## src/rtl/axi_burst_master_if.sv

```systemverilog
// AXI3 master/slave bus bundle used by axi_burst_master.
interface axi_burst_master_if #(
    parameter int AW = 32,
    parameter int DW = 64,
    parameter int IW = 4,
    parameter int LW = 4
);
    logic [IW-1:0]   awid;
    logic [AW-1:0]   awaddr;
    logic [LW-1:0]   awlen;
    logic [2:0]      awsize;
    logic [1:0]      awburst;
    logic [3:0]      awcache;
    logic [2:0]      awprot;
    logic [1:0]      awlock;
    logic            awvalid;
    logic            awready;

    logic [DW-1:0]   wdata;
    logic [DW/8-1:0] wstrb;
    logic            wlast;
    logic            wvalid;
    logic            wready;

    logic [IW-1:0]   bid;
    logic [1:0]      bresp;
    logic            bvalid;
    logic            bready;

    logic [IW-1:0]   arid;
    logic [AW-1:0]   araddr;
    logic [LW-1:0]   arlen;
    logic [2:0]      arsize;
    logic [1:0]      arburst;
    logic [3:0]      arcache;
    logic [2:0]      arprot;
    logic [1:0]      arlock;
    logic            arvalid;
    logic            arready;

    logic [IW-1:0]   rid;
    logic [DW-1:0]   rdata;
    logic [1:0]      rresp;
    logic            rlast;
    logic            rvalid;
    logic            rready;

    modport master (
        output awid, awaddr, awlen, awsize, awburst, awcache, awprot, awlock, awvalid,
        input  awready,
        output wdata, wstrb, wlast, wvalid,
        input  wready,
        input  bid, bresp, bvalid,
        output bready,
        output arid, araddr, arlen, arsize, arburst, arcache, arprot, arlock, arvalid,
        input  arready,
        input  rid, rdata, rresp, rlast, rvalid,
        output rready
    );

    modport slave (
        input  awid, awaddr, awlen, awsize, awburst, awcache, awprot, awlock, awvalid,
        output awready,
        input  wdata, wstrb, wlast, wvalid,
        output wready,
        output bid, bresp, bvalid,
        input  bready,
        input  arid, araddr, arlen, arsize, arburst, arcache, arprot, arlock, arvalid,
        output arready,
        output rid, rdata, rresp, rlast, rvalid,
        input  rready
    );
endinterface

```

## src/rtl/axi_burst_master.sv

```systemverilog
// Command-driven AXI3 burst master: one read or write burst per command, streaming beats.
// Define AXI_BURST_MASTER_IDCHK_EN to compare bid/rid against the command ID (err_o[0]).
module axi_burst_master #(
    parameter int AW = 32,
    parameter int DW = 64,
    parameter int IW = 4,
    parameter int LW = 4
) (
    input  logic            aclk_i,
    input  logic            arst_i,

    input  logic            cmd_valid_i,
    output logic            cmd_ready_o,
    input  logic            cmd_wr_i,
    input  logic [AW-1:0]   cmd_addr_i,
    input  logic [LW-1:0]   cmd_len_i,
    input  logic [2:0]      cmd_size_i,
    input  logic            cmd_incr_i,
    input  logic [IW-1:0]   cmd_id_i,
    input  logic [2:0]      cmd_prot_i,

    input  logic [DW-1:0]   wd_data_i,
    input  logic [DW/8-1:0] wd_strb_i,
    input  logic            wd_valid_i,
    output logic            wd_ready_o,

    output logic [DW-1:0]   rd_data_o,
    output logic            rd_last_o,
    output logic            rd_valid_o,
    input  logic            rd_ready_i,

    output logic            done_o,
    output logic [1:0]      resp_o,
    output logic [1:0]      err_o,

    axi_burst_master_if.master m_axi
);

    typedef enum logic [2:0] {
        IDLE,
        WR_XFER,
        WR_RESP,
        RD_ADDR,
        RD_DATA
    } state_t;

    state_t        state;
    logic          cmd_ready_q;
    logic          awvalid_q;
    logic          arvalid_q;
    logic          bready_q;
    logic          done_q;
    logic [1:0]    resp_q;
    logic          err_rlast_q;
    logic [LW-1:0] beat_cnt;
    logic          aw_done;
    logic          w_done;

    logic [AW-1:0] addr_q;
    logic [LW-1:0] len_q;
    logic [2:0]    size_q;
    logic          incr_q;
    logic [IW-1:0] id_q;
    logic [2:0]    prot_q;

    logic          w_pending;
    logic          w_beat;
    logic          w_final;
    logic          aw_hs;
    logic          r_active;
    logic          r_beat;
    logic          r_final;
    logic [1:0]    resp_next;

    // Write beats are only exposed while the burst still needs them, so a source
    // that keeps wd_valid_i high cannot leak extra beats onto the bus.
    assign w_pending = (state == WR_XFER) && !w_done;
    assign w_beat    = w_pending && wd_valid_i && m_axi.wready;
    assign w_final   = beat_cnt == len_q;
    assign aw_hs     = awvalid_q && m_axi.awready;
    assign r_active  = state == RD_DATA;
    assign r_beat    = r_active && m_axi.rvalid && rd_ready_i;
    assign r_final   = beat_cnt == len_q;
    assign resp_next = (m_axi.rresp > resp_q) ? m_axi.rresp : resp_q;

`ifdef AXI_BURST_MASTER_IDCHK_EN
    logic err_id_q;

    always_ff @(posedge aclk_i or posedge arst_i) begin
        if (arst_i) begin
            err_id_q <= 1'b0;
        end else if (state == IDLE && cmd_ready_q && cmd_valid_i) begin
            err_id_q <= 1'b0;
        end else if (state == WR_RESP && m_axi.bvalid && m_axi.bid != id_q) begin
            err_id_q <= 1'b1;
        end else if (r_beat && m_axi.rid != id_q) begin
            err_id_q <= 1'b1;
        end
    end

    assign err_o = {err_rlast_q, err_id_q};
`else
    logic unused_id;

    assign unused_id = ^{m_axi.bid, m_axi.rid};
    assign err_o     = {err_rlast_q, 1'b0};
`endif

    always_ff @(posedge aclk_i or posedge arst_i) begin
        if (arst_i) begin
            state       <= IDLE;
            cmd_ready_q <= 1'b0;
            awvalid_q   <= 1'b0;
            arvalid_q   <= 1'b0;
            bready_q    <= 1'b0;
            done_q      <= 1'b0;
            resp_q      <= 2'b00;
            err_rlast_q <= 1'b0;
            beat_cnt    <= '0;
            aw_done     <= 1'b0;
            w_done      <= 1'b0;
            addr_q      <= '0;
            len_q       <= '0;
            size_q      <= 3'h2;
            incr_q      <= 1'b0;
            id_q        <= '0;
            prot_q      <= 3'b000;
        end else begin
            done_q <= 1'b0;
            case (state)
                IDLE: begin
                    if (cmd_ready_q && cmd_valid_i) begin
                        cmd_ready_q <= 1'b0;
                        addr_q      <= cmd_addr_i;
                        len_q       <= cmd_len_i;
                        size_q      <= cmd_size_i;
                        incr_q      <= cmd_incr_i;
                        id_q        <= cmd_id_i;
                        prot_q      <= cmd_prot_i;
                        resp_q      <= 2'b00;
                        err_rlast_q <= 1'b0;
                        beat_cnt    <= '0;
                        aw_done     <= 1'b0;
                        w_done      <= 1'b0;
                        if (cmd_wr_i) begin
                            awvalid_q <= 1'b1;
                            state     <= WR_XFER;
                        end else begin
                            arvalid_q <= 1'b1;
                            state     <= RD_ADDR;
                        end
                    end else begin
                        cmd_ready_q <= 1'b1;
                    end
                end

                // AW and W progress independently; leave once both have finished.
                WR_XFER: begin
                    if (aw_hs) begin
                        awvalid_q <= 1'b0;
                        aw_done   <= 1'b1;
                    end
                    if (w_beat) begin
                        beat_cnt <= beat_cnt + 1'b1;
                        if (w_final) begin
                            w_done <= 1'b1;
                        end
                    end
                    if ((aw_done || aw_hs) && (w_done || (w_beat && w_final))) begin
                        bready_q <= 1'b1;
                        state    <= WR_RESP;
                    end
                end

                WR_RESP: begin
                    if (m_axi.bvalid) begin
                        bready_q    <= 1'b0;
                        resp_q      <= m_axi.bresp;
                        done_q      <= 1'b1;
                        cmd_ready_q <= 1'b1;
                        state       <= IDLE;
                    end
                end

                RD_ADDR: begin
                    if (m_axi.arready) begin
                        arvalid_q <= 1'b0;
                        state     <= RD_DATA;
                    end
                end

                // The beat count, not rlast, decides when the burst is over.
                RD_DATA: begin
                    if (r_beat) begin
                        resp_q   <= resp_next;
                        beat_cnt <= beat_cnt + 1'b1;
                        if (m_axi.rlast != r_final) begin
                            err_rlast_q <= 1'b1;
                        end
                        if (r_final) begin
                            done_q      <= 1'b1;
                            cmd_ready_q <= 1'b1;
                            state       <= IDLE;
                        end
                    end
                end

                default: begin
                    state <= IDLE;
                end
            endcase
        end
    end

    assign cmd_ready_o   = cmd_ready_q;
    assign done_o        = done_q;
    assign resp_o        = resp_q;

    assign m_axi.awid    = id_q;
    assign m_axi.awaddr  = addr_q;
    assign m_axi.awlen   = len_q;
    assign m_axi.awsize  = size_q;
    assign m_axi.awburst = {1'b0, incr_q};
    assign m_axi.awcache = 4'b0000;
    assign m_axi.awprot  = prot_q;
    assign m_axi.awlock  = 2'b00;
    assign m_axi.awvalid = awvalid_q;

    assign m_axi.wvalid  = w_pending && wd_valid_i;
    assign m_axi.wdata   = w_pending ? wd_data_i : '0;
    assign m_axi.wstrb   = w_pending ? wd_strb_i : '0;
    assign m_axi.wlast   = w_pending && w_final;
    assign wd_ready_o    = w_pending && m_axi.wready;

    assign m_axi.bready  = bready_q;

    assign m_axi.arid    = id_q;
    assign m_axi.araddr  = addr_q;
    assign m_axi.arlen   = len_q;
    assign m_axi.arsize  = size_q;
    assign m_axi.arburst = {1'b0, incr_q};
    assign m_axi.arcache = 4'b0000;
    assign m_axi.arprot  = prot_q;
    assign m_axi.arlock  = 2'b00;
    assign m_axi.arvalid = arvalid_q;

    assign m_axi.rready  = r_active && rd_ready_i;
    assign rd_valid_o    = r_active && m_axi.rvalid;
    assign rd_data_o     = r_active ? m_axi.rdata : '0;
    assign rd_last_o     = r_active && m_axi.rlast;

endmodule
```

## src/flat_wrapper.sv

```systemverilog
// flat-port wrapper written by rule: the top's interface ports become plain ports
module axi_burst_master_flat 
#(
    parameter int AW = 32,
    parameter int DW = 64,
    parameter int IW = 4,
    parameter int LW = 4
)
  (aclk_i, arst_i, cmd_valid_i, cmd_ready_o, cmd_wr_i, cmd_addr_i, cmd_len_i, cmd_size_i, cmd_incr_i, cmd_id_i, cmd_prot_i, wd_data_i, wd_strb_i, wd_valid_i, wd_ready_o, rd_data_o, rd_last_o, rd_valid_o, rd_ready_i, done_o, resp_o, err_o, m_axi_awid, m_axi_awaddr, m_axi_awlen, m_axi_awsize, m_axi_awburst, m_axi_awcache, m_axi_awprot, m_axi_awlock, m_axi_awvalid, m_axi_awready, m_axi_wdata, m_axi_wstrb, m_axi_wlast, m_axi_wvalid, m_axi_wready, m_axi_bid, m_axi_bresp, m_axi_bvalid, m_axi_bready, m_axi_arid, m_axi_araddr, m_axi_arlen, m_axi_arsize, m_axi_arburst, m_axi_arcache, m_axi_arprot, m_axi_arlock, m_axi_arvalid, m_axi_arready, m_axi_rid, m_axi_rdata, m_axi_rresp, m_axi_rlast, m_axi_rvalid, m_axi_rready);
  axi_burst_master_if #(.AW(AW), .DW(DW), .IW(IW), .LW(LW)) m_axi_i ();
  input  logic aclk_i;
  input  logic arst_i;
  input  logic cmd_valid_i;
  output logic cmd_ready_o;
  input  logic cmd_wr_i;
  input  logic [AW-1:0] cmd_addr_i;
  input  logic [LW-1:0] cmd_len_i;
  input  logic [2:0] cmd_size_i;
  input  logic cmd_incr_i;
  input  logic [IW-1:0] cmd_id_i;
  input  logic [2:0] cmd_prot_i;
  input  logic [DW-1:0] wd_data_i;
  input  logic [DW/8-1:0] wd_strb_i;
  input  logic wd_valid_i;
  output logic wd_ready_o;
  output logic [DW-1:0] rd_data_o;
  output logic rd_last_o;
  output logic rd_valid_o;
  input  logic rd_ready_i;
  output logic done_o;
  output logic [1:0] resp_o;
  output logic [1:0] err_o;
  output wire logic [$bits(m_axi_i.awid)-1:0] m_axi_awid;
  output wire logic [$bits(m_axi_i.awaddr)-1:0] m_axi_awaddr;
  output wire logic [$bits(m_axi_i.awlen)-1:0] m_axi_awlen;
  output wire logic [$bits(m_axi_i.awsize)-1:0] m_axi_awsize;
  output wire logic [$bits(m_axi_i.awburst)-1:0] m_axi_awburst;
  output wire logic [$bits(m_axi_i.awcache)-1:0] m_axi_awcache;
  output wire logic [$bits(m_axi_i.awprot)-1:0] m_axi_awprot;
  output wire logic [$bits(m_axi_i.awlock)-1:0] m_axi_awlock;
  output wire logic [$bits(m_axi_i.awvalid)-1:0] m_axi_awvalid;
  input wire logic [$bits(m_axi_i.awready)-1:0] m_axi_awready;
  output wire logic [$bits(m_axi_i.wdata)-1:0] m_axi_wdata;
  output wire logic [$bits(m_axi_i.wstrb)-1:0] m_axi_wstrb;
  output wire logic [$bits(m_axi_i.wlast)-1:0] m_axi_wlast;
  output wire logic [$bits(m_axi_i.wvalid)-1:0] m_axi_wvalid;
  input wire logic [$bits(m_axi_i.wready)-1:0] m_axi_wready;
  input wire logic [$bits(m_axi_i.bid)-1:0] m_axi_bid;
  input wire logic [$bits(m_axi_i.bresp)-1:0] m_axi_bresp;
  input wire logic [$bits(m_axi_i.bvalid)-1:0] m_axi_bvalid;
  output wire logic [$bits(m_axi_i.bready)-1:0] m_axi_bready;
  output wire logic [$bits(m_axi_i.arid)-1:0] m_axi_arid;
  output wire logic [$bits(m_axi_i.araddr)-1:0] m_axi_araddr;
  output wire logic [$bits(m_axi_i.arlen)-1:0] m_axi_arlen;
  output wire logic [$bits(m_axi_i.arsize)-1:0] m_axi_arsize;
  output wire logic [$bits(m_axi_i.arburst)-1:0] m_axi_arburst;
  output wire logic [$bits(m_axi_i.arcache)-1:0] m_axi_arcache;
  output wire logic [$bits(m_axi_i.arprot)-1:0] m_axi_arprot;
  output wire logic [$bits(m_axi_i.arlock)-1:0] m_axi_arlock;
  output wire logic [$bits(m_axi_i.arvalid)-1:0] m_axi_arvalid;
  input wire logic [$bits(m_axi_i.arready)-1:0] m_axi_arready;
  input wire logic [$bits(m_axi_i.rid)-1:0] m_axi_rid;
  input wire logic [$bits(m_axi_i.rdata)-1:0] m_axi_rdata;
  input wire logic [$bits(m_axi_i.rresp)-1:0] m_axi_rresp;
  input wire logic [$bits(m_axi_i.rlast)-1:0] m_axi_rlast;
  input wire logic [$bits(m_axi_i.rvalid)-1:0] m_axi_rvalid;
  output wire logic [$bits(m_axi_i.rready)-1:0] m_axi_rready;
  assign m_axi_awid = m_axi_i.awid;
  assign m_axi_awaddr = m_axi_i.awaddr;
  assign m_axi_awlen = m_axi_i.awlen;
  assign m_axi_awsize = m_axi_i.awsize;
  assign m_axi_awburst = m_axi_i.awburst;
  assign m_axi_awcache = m_axi_i.awcache;
  assign m_axi_awprot = m_axi_i.awprot;
  assign m_axi_awlock = m_axi_i.awlock;
  assign m_axi_awvalid = m_axi_i.awvalid;
  assign m_axi_i.awready = m_axi_awready;
  assign m_axi_wdata = m_axi_i.wdata;
  assign m_axi_wstrb = m_axi_i.wstrb;
  assign m_axi_wlast = m_axi_i.wlast;
  assign m_axi_wvalid = m_axi_i.wvalid;
  assign m_axi_i.wready = m_axi_wready;
  assign m_axi_i.bid = m_axi_bid;
  assign m_axi_i.bresp = m_axi_bresp;
  assign m_axi_i.bvalid = m_axi_bvalid;
  assign m_axi_bready = m_axi_i.bready;
  assign m_axi_arid = m_axi_i.arid;
  assign m_axi_araddr = m_axi_i.araddr;
  assign m_axi_arlen = m_axi_i.arlen;
  assign m_axi_arsize = m_axi_i.arsize;
  assign m_axi_arburst = m_axi_i.arburst;
  assign m_axi_arcache = m_axi_i.arcache;
  assign m_axi_arprot = m_axi_i.arprot;
  assign m_axi_arlock = m_axi_i.arlock;
  assign m_axi_arvalid = m_axi_i.arvalid;
  assign m_axi_i.arready = m_axi_arready;
  assign m_axi_i.rid = m_axi_rid;
  assign m_axi_i.rdata = m_axi_rdata;
  assign m_axi_i.rresp = m_axi_rresp;
  assign m_axi_i.rlast = m_axi_rlast;
  assign m_axi_i.rvalid = m_axi_rvalid;
  assign m_axi_rready = m_axi_i.rready;
  axi_burst_master #(.AW(AW), .DW(DW), .IW(IW), .LW(LW)) u_core (.aclk_i(aclk_i), .arst_i(arst_i), .cmd_valid_i(cmd_valid_i), .cmd_ready_o(cmd_ready_o), .cmd_wr_i(cmd_wr_i), .cmd_addr_i(cmd_addr_i), .cmd_len_i(cmd_len_i), .cmd_size_i(cmd_size_i), .cmd_incr_i(cmd_incr_i), .cmd_id_i(cmd_id_i), .cmd_prot_i(cmd_prot_i), .wd_data_i(wd_data_i), .wd_strb_i(wd_strb_i), .wd_valid_i(wd_valid_i), .wd_ready_o(wd_ready_o), .rd_data_o(rd_data_o), .rd_last_o(rd_last_o), .rd_valid_o(rd_valid_o), .rd_ready_i(rd_ready_i), .done_o(done_o), .resp_o(resp_o), .err_o(err_o), .m_axi(m_axi_i));
endmodule
```

## config.mk

```make
export PLATFORM = sky130hd
export DESIGN_NAME = axi_burst_master_flat
export DESIGN_NICKNAME = d
export VERILOG_FILES = /design/src/rtl/axi_burst_master_if.sv /design/src/rtl/axi_burst_master.sv /design/src/flat_wrapper.sv
export SDC_FILE = /design/constraint.sdc
export NUM_CORES = 1
export LEC_CHECK = 0
export CORE_AREA = 4 4 181 183
export CTS_CLUSTER_DIAMETER = 50
export CTS_CLUSTER_SIZE = 12
export DETAILED_ROUTE_END_ITERATION = 8
export DIE_AREA = 0 0 185 187
export MAX_ROUTING_LAYER = met4
export PLACE_DENSITY = 0.57
export SETUP_SLACK_MARGIN = 0.4
export SYNTH_ARGS = -nofsm -noshare
export SYNTH_HDL_FRONTEND = slang
export SYNTH_SLANG_ARGS = --single-unit
```

## constraint.sdc

```tcl
create_clock -name aclk_i -period 2 [get_ports aclk_i]
set_clock_uncertainty 0.15 [all_clocks]
set_input_delay 0.3 -clock aclk_i [delete_from_list [all_inputs] [get_ports aclk_i]]
set_output_delay 0.3 -clock aclk_i [all_outputs]
set_load 0.01 [all_outputs]
```

== Yosys cells after proc, flatten, opt, wreduce, memory -nomap -nowiden ==
Index checks and enable logic that the tools add are counted.

* Register bits: 64
* Bits in latches: 0
* RAM bits: 0
* ROM bits: 0
* Input bits: 207
* Output and inout bits: 259
* Word-level logic and storage cells: 120
* Memories: 0

* $add $sub $neg: 1
* $mul: 0
* Div/mod/pow operators: 0
* Order comparisons: 1
* Equality and inequality tests: 19
* Shift-type cells: 0
* Multiplexer cells: 48
* Bitwise logic cells: 0
* Reductions and logical operators: 34

{| class="wikitable"
|+ Operators with widths
! cell !! number
|-
| $mux W64 || 2
|-
| $reduce_and A4 Y1 || 6
|-
| $mux W1 || 20
|-
| $mux W3 || 6
|-
| $ne A2 B2 Y1 const B || 9
|-
| $pmux W3 S5 || 1
|-
| $pmux W1 S2 || 7
|-
| $logic_and A1 B1 Y1 || 13
|-
| $mux W4 || 3
|-
| $pmux W4 S3 || 1
|-
| $mux W2 || 5
|-
| $mux W8 || 1
|-
| $ne A2 B1 Y1 const B || 4
|-
| $reduce_bool A2 Y1 || 4
|-
| $eq A3 B2 Y1 const B || 2
|-
| $pmux W2 S3 || 1
|-
| $reduce_and A3 Y1 || 2
|-
| $reduce_and A6 Y1 || 1
|-
| $reduce_bool A3 Y1 || 2
|-
| $reduce_and A5 Y1 || 1
|-
| $add A4 B1 Y4 const B || 1
|-
| $eq A4 B4 Y1 || 1
|-
| $eq A3 B1 Y1 const B || 1
|-
| $eq A3 B3 Y1 const B || 1
|-
| 7 further kinds || 8
|}

== Longest topological paths before layout ==
* Depth after elaboration: 9
* Mapped depth: 6
* Mapped depth without buffers: 6

== Least setup slack after synthesis ==
No wires, ideal clock.

* Path type: reg2out
* Start: reg u_core.state[0]
* End: out m_axi_wdata[0]
* Data arrival time: 1.411 ns
* Slack: 0.139 ns
* Cell stages (with the launch flop): 6
* Path buffers: 2
* Path through: dfrtp_1 -> or3b_1 -> nor2_1 -> buf_2 -> buf_2 -> and2_1

* Cells in the longest elaborated chain, start to end: 3

{| class="wikitable"
|+ RTL lines
! element !! RTL line !! source
|-
| start, declared || axi_burst_master.sv:47 || <nowiki>state_t state;</nowiki>
|-
| start signal, assigned || axi_burst_master.sv:111 || <nowiki>state <= IDLE;</nowiki>
|-
| start signal, assigned || axi_burst_master.sv:147 || <nowiki>state <= WR_XFER;</nowiki>
|-
| start signal, assigned || axi_burst_master.sv:150 || <nowiki>state <= RD_ADDR;</nowiki>
|-
| $eq A3 B1 Y1 || axi_burst_master.sv:77 || <nowiki>assign w_pending = (state == WR_XFER) && !w_done;</nowiki>
|-
| $logic_and A1 B1 Y1 || axi_burst_master.sv:77 ||
|-
| $mux W64 || axi_burst_master.sv:230 || <nowiki>assign m_axi.wdata = w_pending ? wd_data_i : '0;</nowiki>
|-
| end, declared || flat_wrapper.sv:43 || <nowiki>output wire logic [$bits(m_axi_i.wdata)-1:0] m_axi_wdata;</nowiki>
|}

Every way passes these cells.

== Worst setup path after layout ==
* Start: reg u_core.state[1]
* End: out m_axi_wdata[39]

The elaborated chain is that of the path after synthesis.

==> impl_metrics.py <==
metrics = {
    "synthesis": {
        "netlist_top_cells_count": "141 x and2_1, 64 x buf_4, 63 x dfrtp_1, 45 x mux2_4, 15 x nand2_1",
        "yosysTopAreaCellShare": 0.3544,
        "ys_types": 45,
        "syn-instance-count": 437,
        "yosysTopAreaCell": "dfrtp_1",
        "yosys_warnings": 0,
        "ys_seq_area_frac": 0.3603,
        "yosysMostFrequentCell": "and2_1",
        "synthArstFlopShare": 1.000,
        "synth_area_um2": 4448,
        "synth_area_leaders": "dfrtp_1 35%, and2_1 20%, mux2_4 15%",
        "ys_ff_latch": 64,
        "synth-edff-count": 0,
        "avgSynthCellArea_um2": 10.18,
        "ys.flop_type": "dfrtp_1",
    },
    "global_routing": {
        "grt_pass1_wl_um": 29750,
        "antenna_found_initial": 0,
        "grt_pass1_vias": 5047,
        "grt_max_degree": 38,
        "grt_usage": 0.1142,
        "grt_overflow": 0,
    },
    "worst_setup_path": {
        "crit_type": "register to output pin",
        "r2r_slack_ps": -280,
        "critPathSlowestCell": "or3b_4",
        "worst_path_largest_cell_delay_ps": 410,
        "cp_cell_sequence": "or3b_4 -> nor2_4 -> buf_6 -> buf_6 -> buf_6 -> buf_6 -> buf_6 -> and2_4 -> buf_6",
        "worstPathMaxFanout": 4,
        "cp.required_ps": 1550,
        "reg2reg_depth": 11,
        "path_common_cell": "buf_6",
        "worstSetupStartpointType": "register",
        "timing.rr.start": "u_core.state[1]",
        "cp.arrival_ps": 1990,
        "crit_path_start": "u_core.state[1]",
        "endpoint_kind": "output pin",
        "r2r_end": "u_core.resp_o[0]",
    },
    "route": {
        "vias_per_cell": 3.690,
        "drc": 0,
        "ant_nets": 0,
        "drtIter0Drc": 163,
        "firstDrtPassIters": 4,
        "wire_per_inst_um": 17.58,
        "finalWirelength_um": 23450,
        "vias": 4923,
    },
    "die": {
        "start_util": 0.1424,
        "die-area_um2": 34600,
        "core_um2": 31230,
        "rows": 65,
        "ios": 466,
        "dieWidth_um": 185,
        "die_y_um": 187,
    },
    "clock_network": {
        "clock_sinks": 64,
        "numCtsBuffers": 9,
        "tritoncts": "built",
        "clk_path_buf_depth": 2,
        "clk_pin_slew_worst_paths_ps": 60,
        "htreeDepth": 3,
        "clk_latency_ps": 330,
        "ctsHoldBuffers": 0,
        "clockRootBuffer": "clkbuf_16",
    },
    "finish": {
        "utilization": 0.3548,
        "diodes": 0,
        "fin_nets": 1137,
        "nFillCells": 3140,
        "stdcell_area_um2": 11080,
        "drive_above_1_share": 0.4678,
        "area_delta_synth_final_pct": 149.1,
    },
    "sta": {
        "rsz0062_at_grt": "true",
        "hold_violations": 0,
        "fin_crit_ps": 2442,
        "period_share": 1.221,
        "fin_ws_ps": -442.0,
        "slew_viol_final": 0,
        "fmax_ghz": 0.4095,
        "finalSetupViolCount": 195,
    },
    "placement": {
        "dpl.hpwl_um": 16230,
        "placed_area_um2": 9260,
        "port_buffers": 442,
        "pre_cts_ws_ps": -372.0,
        "gp_congestion": 0.9138,
    },
    "power": {
        "ir_drop_mv": 0.3274,
        "power.leakage_nw": 6.875,
        "power-per-cell-area_nw_per_um2": 579.0,
    },
    "run_status": {
        "outcome": "complete, but fails checks",
        "violations": "setup timing",
    },
    "min_path": {
        "min_path_type": "input port to asynchronous set/reset pin",
    },
    "flow_run": {
        "cap_viol_max_count": 0,
    },
}
-- through the flow --
step | hold slack (ps) | power (mW) | setup TNS, ps | cells
finish | 236.0 | 6.415 | -50620 | 1334
CTS | 220.3 | 6.100 | -50160 | 1283
floorplan | 280.9 | 2.481 | 0 | 451
detailed placement | 348.8 | 3.886 | -49300 | 1245
global placement | 352.9 | 3.869 | -44930 | 1245
global route | 234.8 | 6.748 | -66610 | 1334
-- cell usage in the layout, fill, tap and decap left out, drive strengths merged, types with 7 or more instances in the layout --
cell type | synthesis | layout
buf | 78 | 238
clkdlybuf4s50 | 0 | 202
and2 | 141 | 141
dlymetal6s2s | 0 | 98
dfrtp | 63 | 63
mux2 | 50 | 50
clkbuf | 10 | 25
conb | 1 | 15
nand2 | 15 | 15
nor2 | 10 | 10
o21ai | 8 | 8
a21oi | 7 | 7
-- how the worst max path moves through the flow --
stage / end / slack [ps] / depth (start not counted)
floorplan: rd_data_o[44] / 180 / 4
global placement: m_axi_wdata[12] / -350 / 5
detailed placement: m_axi_wdata[2] / -370 / 5
CTS: m_axi_wdata[40] / -470 / 9
global route: m_axi_wdata[39] / -540 / 9
finish: m_axi_wdata[39] / -440 / 9
-- critical path: cells and delay by family, from the launching register on --
family | cells | cell delay, ps
simple gates | 3 | 700
buf+inv | 6 | 570
flops | 1 | 380
-- layer usage --
metal,share of wire,vias to the layer above,global-route usage
li1,-,2341,-
met1,0.39,2305,0.1285
met2,0.52,243,0.2006
met3,0.064,34,0.02373
met4,0.030,0,0.03783
met5,0,-,-
-- cell families after synthesis --
family / share of synthesized area
and+or+nand+nor: 0.2577
buffers and inverters: 0.1511
DFF: 0.3603
muxes: 0.1713
AOI/OAI and AO/OA: 0.03854
xor gates and xnor gates: 0.01181
adders and majority gates: 0.008440
other: 0.0008431
-- repair_timing --
action / in CTS / in global routing
setup endpoints to repair: 305 / 307
pin swaps: 7 / 23
setup buffers: 17 / 35
endpoints found under the hold margin: 0 / 0
resized for setup: 500 / 401
cloned: 5 / 16
-- sequential cells by signal, summed over array words and instances (netlist names), 2 cells and up --
name                 count
u_core.state             3
u_core.resp_o            2
u_core.m_axi.arlen       4
u_core.m_axi.araddr     32
u_core.m_axi.arprot      3
u_core.beat_cnt          4
u_core.m_axi.arsize      3
u_core.m_axi.arid        4
-- report_power, final --
group | switching [mW] | leakage [nW] | total [mW] | internal (mW)
Combinational | 1.17 | 5.84 | 3.16 | 1.99
Sequential | 0.0378 | 0.866 | 1.38 | 1.34
Clock | 0.592 | 0.172 | 1.88 | 1.28
Total | 1.80 | 6.87 | 6.42 | 4.61
-- layout make-up --
| cell class | count | area (µm²) | area share |
|---|---|---|---|
| timing repair buffer | 552 | 5974 | 0.5392 |
| multi-input combinational | 297 | 2628 | 0.2371 |
| sequential | 64 | 1605 | 0.1449 |
| tap | 402 | 503.0 | 0.04539 |
| clock buffer | 11 | 252.7 | 0.02281 |
| clock inverter | 5 | 102.6 | 0.009259 |
| inverter | 3 | 15.01 | 0.001355 |
No activity file was read; power rests on OpenSTA's default activity.
